## config.mk

```make
export PLATFORM = sky130hd
export DESIGN_NAME = simplebus_arb
export DESIGN_NICKNAME = d
export VERILOG_FILES = /design/src/rtl/simplebus_arb.sv
export SDC_FILE = /design/constraint.sdc
export NUM_CORES = 1
export LEC_CHECK = 0
export CAP_MARGIN = 15
export CORE_AREA = 8 8 249 251
export DETAILED_ROUTE_END_ITERATION = 8
export DIE_AREA = 0 0 257 259
export HOLD_SLACK_MARGIN = 0.12
export PLACE_DENSITY_LB_ADDON = 0.2
export SYNTH_ARGS = -nofsm -noshare
export SYNTH_HDL_FRONTEND = slang
export SYNTH_SLANG_ARGS = --single-unit
```

## constraint.sdc

```tcl
create_clock -name clk -period 12.65 [get_ports clk]
set_input_delay 3.795 -clock clk [delete_from_list [all_inputs] [get_ports clk]]
set_output_delay 3.795 -clock clk [all_outputs]
set_load 0.005 [all_outputs]
```

## src/rtl/simplebus_arb.sv

```systemverilog
// simplebus_arb: two-requester arbiter onto one shared request/response bus, one transaction outstanding
// Ports: clk, rst (async, active high); in{0,1}_req_* requester request channels (valid/ready + addr/size/cmd/wmask/wdata/user);
// in{0,1}_resp_* response channels back to each requester (valid/ready + cmd/rdata/user);
// out_req_* request channel to the shared bus; out_resp_* response channel from the shared bus.
// ARB_MODE: 0 round robin, 1 fixed priority with in0 highest.
module simplebus_arb #(
    parameter int ARB_MODE = 0
) (
    input  logic        clk,
    input  logic        rst,
    input  logic        in0_req_valid,
    output logic        in0_req_ready,
    input  logic [31:0] in0_req_bits_addr,
    input  logic [2:0]  in0_req_bits_size,
    input  logic [3:0]  in0_req_bits_cmd,
    input  logic [7:0]  in0_req_bits_wmask,
    input  logic [63:0] in0_req_bits_wdata,
    input  logic [15:0] in0_req_bits_user,
    output logic        in0_resp_valid,
    input  logic        in0_resp_ready,
    output logic [3:0]  in0_resp_bits_cmd,
    output logic [63:0] in0_resp_bits_rdata,
    output logic [15:0] in0_resp_bits_user,
    input  logic        in1_req_valid,
    output logic        in1_req_ready,
    input  logic [31:0] in1_req_bits_addr,
    input  logic [2:0]  in1_req_bits_size,
    input  logic [3:0]  in1_req_bits_cmd,
    input  logic [7:0]  in1_req_bits_wmask,
    input  logic [63:0] in1_req_bits_wdata,
    input  logic [15:0] in1_req_bits_user,
    output logic        in1_resp_valid,
    input  logic        in1_resp_ready,
    output logic [3:0]  in1_resp_bits_cmd,
    output logic [63:0] in1_resp_bits_rdata,
    output logic [15:0] in1_resp_bits_user,
    output logic        out_req_valid,
    input  logic        out_req_ready,
    output logic [31:0] out_req_bits_addr,
    output logic [2:0]  out_req_bits_size,
    output logic [3:0]  out_req_bits_cmd,
    output logic [7:0]  out_req_bits_wmask,
    output logic [63:0] out_req_bits_wdata,
    output logic [15:0] out_req_bits_user,
    input  logic        out_resp_valid,
    output logic        out_resp_ready,
    input  logic [3:0]  out_resp_bits_cmd,
    input  logic [63:0] out_resp_bits_rdata,
    input  logic [15:0] out_resp_bits_user
);
    typedef enum logic [1:0] {IDLE, REQ, RESP} state_t;
    state_t state, state_n;
    logic owner, last, idle, gnt1, take, sel0, sel1, resp_fire;
    // idle is masked by rst so no ready is offered while reset is held
    assign idle = state == IDLE && !rst;
    // in1 wins alone, or in round robin when in0 took the last grant
    assign gnt1 = in1_req_valid && (!in0_req_valid || (ARB_MODE == 0 && !last));
    assign in0_req_ready = idle && in0_req_valid && !gnt1;
    assign in1_req_ready = idle && gnt1;
    assign take = in0_req_ready || in1_req_ready;
    assign out_req_valid = state == REQ;
    assign sel0 = state == RESP && !owner;
    assign sel1 = state == RESP && owner;
    assign in0_resp_valid = sel0 && out_resp_valid;
    assign in1_resp_valid = sel1 && out_resp_valid;
    assign in0_resp_bits_cmd = sel0 ? out_resp_bits_cmd : '0;
    assign in0_resp_bits_rdata = sel0 ? out_resp_bits_rdata : '0;
    assign in0_resp_bits_user = sel0 ? out_resp_bits_user : '0;
    assign in1_resp_bits_cmd = sel1 ? out_resp_bits_cmd : '0;
    assign in1_resp_bits_rdata = sel1 ? out_resp_bits_rdata : '0;
    assign in1_resp_bits_user = sel1 ? out_resp_bits_user : '0;
    assign out_resp_ready = (sel0 && in0_resp_ready) || (sel1 && in1_resp_ready);
    assign resp_fire = out_resp_valid && out_resp_ready;
    always_comb begin
        state_n = state;
        if (state == IDLE && take) state_n = REQ;
        if (state == REQ && out_req_ready) state_n = RESP;
        if (state == RESP && resp_fire) state_n = IDLE;
    end
    always_ff @(posedge clk or posedge rst) begin
        if (rst) begin
            state <= IDLE;
            owner <= 1'b0;
            last <= 1'b1;
        end else begin
            state <= state_n;
            if (take) begin
                owner <= gnt1;
                last <= gnt1;
            end
        end
    end
    always_ff @(posedge clk or posedge rst) begin
        if (rst) begin
            out_req_bits_addr <= '0;
            out_req_bits_size <= '0;
            out_req_bits_cmd <= '0;
            out_req_bits_wmask <= '0;
            out_req_bits_wdata <= '0;
            out_req_bits_user <= '0;
        end else if (take) begin
            out_req_bits_addr <= gnt1 ? in1_req_bits_addr : in0_req_bits_addr;
            out_req_bits_size <= gnt1 ? in1_req_bits_size : in0_req_bits_size;
            out_req_bits_cmd <= gnt1 ? in1_req_bits_cmd : in0_req_bits_cmd;
            out_req_bits_wmask <= gnt1 ? in1_req_bits_wmask : in0_req_bits_wmask;
            out_req_bits_wdata <= gnt1 ? in1_req_bits_wdata : in0_req_bits_wdata;
            out_req_bits_user <= gnt1 ? in1_req_bits_user : in0_req_bits_user;
        end
    end
endmodule

```

==> results.md <==
- Outcome: complete, no violations
- Syn Inst Count: 675
- Complex-gate fraction of the synthesized area: 32.0%
- Worst-skew pair later-pin latency: 0.47 ns
- Pre-antenna DRT Iters: 4
- CTS tree: done
- Post-Synth Adder-Cell Area: 0%
- Total GRT Usage: 13.3%
- Final hold slack: 0.542 ns
- CP required: 8.85 ns
- Vias in the first global route: 8902
- GP Congestion: 0.792
- Leading register cell type out of synthesis: dfrtp_1
- RSZ-0062 raised after global routing: false
- Number of synthesis warnings: 0
- Register bit total from synthesis: 131
- Syn_area_per_cell: 10.6 sq um
- PwrDens: 192 mW/mm^2
- Largest family of logic cells by synthesized area: compound AO/OA/AOI/OAI gates
- CP max FO: 63
- XOR/XNOR share of the synthesized area: 0%
- Min-delay worst type: register to register
- Post-CTS sizing: 0
- Pin count of the biggest net entering global routing: 90
- Fraction of layout cells with a size suffix above 1: 4.19%
- Root buf cell: clkbuf_16
- Worst R2R Path Depth: 5
- Port Buf Inserts: 646
- Post-synth top cells: dfrtp_1 (130), a2bb2oi_1 (127), o32ai_1 (127)
- Cell taking the most area after synthesis: dfrtp_1
- WL/cell: 22.8 um
- Dpl cells: 2007
- Slew Viols, Final: 0
- Clk_skew: 0.0185 ns
- Max_slew headroom: 36.1%
- Final critical-path share of the clock period: 77.4%
- Reg2reg setup slack: 9.29 ns
- Maximum root-to-sink buffer count: 2
- Post-layout power: 2860 uW
- Final setup viols: 0
- Remaining DRCs: 0
- Area Growth Syn to Fin: 109%
- Library cells used by synthesis: 28
- Setup TNS: 0 ns
- CTS Buf Count: 17
- Synth async-reset ratio: 100%
- Clk sinks: 131
- Post-Route WL: 46600 um
- Io pins: 647
- Vias: 8308
- Core area: 0.0582 sq mm
- Cell area after synthesis: 0.00713 sq mm
- Antenna viol nets, final: 0
- Synthesized net count: 1021
- Setup Buffers After CTS: 0
- DR vias/cell: 4.06
- Count leader, synth: dfrtp_1
- Detailed router's first-iteration violation count: 326
- Number of hold buffers added after CTS: 0
- Fin crit period: 9.79 ns
- Final #Nets: 1599
- Initial antenna violation count: 10
- Worst Setup Start Kind: primary input
- VDD IR-drop max: 82.7 uV
- Post-synthesis sequential area ratio: 46.0%
- Die footprint: 0.0666 sq mm
- Clock slew seen by the registers of the worst setup and hold paths: 0.06 ns
- Final Non-Filler Cells: 2045
- Worst Hold Endpoint: out_req_bits_wmask[4]
- Pleak: 0.00564 uW
- Grt total ovfl: 0
- Starting density of the core: 12.2%
- Mux cell area share after synthesis: 0.158%
- FF-to-FF Start: state[1]
- Post-synthesis simple-gate area fraction: 15.9%
- DIE WIDTH: 257 um
- Fmax: 0.102 GHz
- Yosys top cell area share: 45.6%
- Slew @ Worst Pin: 0.958 ns
- Worst r2r dst: out_req_bits_user[12]
- Row cnt: 89
- HP Start: out_req_bits_wmask[4]
- Die height: 259 um
- EDFF count, synth: 0
- Kind of critical path: primary input to primary output
- Worst hold path cell count: 1
- Post-DP HPWL: 36600 um
- End-of-flow core utilization: 25.6%
- Worst EP arrival: 6.00 ns
- First-pass GRT wire length: 65200 um
- Max Cap Viol: 0
- H-tree levels: 4
- CP Capture Type: primary output
- Synth top area cells: dfrtp_1 (46%), a2bb2oi_1 (16%), o32ai_1 (16%), and3_1 (7.5%), and2_1 (7.4%)
- Final Hold Viols: 0
==> sequential cells by signal (all words and copies together), names as in the netlist <==
signal and flops:
last 1, out_req_bits_addr 32, out_req_bits_cmd 4, out_req_bits_size 3, out_req_bits_user 16, out_req_bits_wdata 64, out_req_bits_wmask 8, owner 1
state 2
==> report_power, final <==
part           switching, uW  internal (uW)  leakage, uW  total, uW
registers                116            623      0.00143        739
clock network            218            321     0.000306        539
logic                    662            921      0.00390       1580
==> cell type report <==
class                      count  area, sq um
clock inverter                14          190
sequential                   131         3280
clock buffer                  18          439
tap                          773          967
multi-input combinational    444         3460
fill                        6252        43300
inverter                       3         18.8
antenna                        6         15.0
timing repair buffer         656         6540
==> critical path: stages <==
cell and delay, ns:
clkdlybuf4s50_1 0.64, a21bo_4 0.77, and3_1 0.26, clkdlybuf4s50_1 0.51
==> per-layer routing <==
layer | routed length, um | share of wire, % | global-route usage (%)
met1 | 17100 | 37 | 13.8
met2 | 24200 | 52 | 23.7
met3 | 4190 | 9.0 | 5.24
met4 | 1180 | 2.5 | 5.22
met5 | 13 | 0.028 | 0
==> through the flow <==
| step | setup slack, ns | cell area [sq um] |
|---|---|---|
| 2_1_floorplan | 4.34 | 7130 |
| 3_3_place_gp | 2.78 | 14300 |
| 3_5_place_dp | 2.82 | 14300 |
| 4_1_cts | 2.81 | 14900 |
| 5_1_grt | 2.73 | 14900 |
| 6_report | 2.86 | 14900 |
==> layout by cell type, fill, tap and decap left out, types with 2 or more instances in the layout <==
cell type	n
and3_1	86
o32ai_1	127
a2bb2oi_1	127
clkbuf_16	17
inv_6	6
a21o_1	2
nor2_1	2
clkdlybuf4s50_1	646
a22o_1	2
inv_8	2
buf_4	10
and2_1	84
bufinv_16	3
clkinv_4	3
diode_2	6
dfrtp_1	129
nand2_1	2
==> kinds of logic (layout without fill, tap and decap cells) <==
family | Yosys count | count (layout)
multiplexers | 1 | 1
AO/OA/AOI/OAI | 262 | 262
other | 0 | 6
flip-flops | 131 | 131
AND/OR/NAND/NOR | 181 | 181
buffers and inverters | 100 | 691
==> worst max path at each step <==
stage	startpoint	endpoint	slack, ns	cells past startpoint
floorplan	in1_req_valid	in0_req_ready	4.34	4
global placement	in0_req_valid	in0_req_ready	2.78	4
detailed placement	in0_req_valid	in0_req_ready	2.82	4
CTS	in0_req_valid	in0_req_ready	2.81	4
global route	in0_req_valid	in0_req_ready	2.73	4
finish	in0_req_valid	in0_req_ready	2.86	4
(Power assumes the default switching activity.)
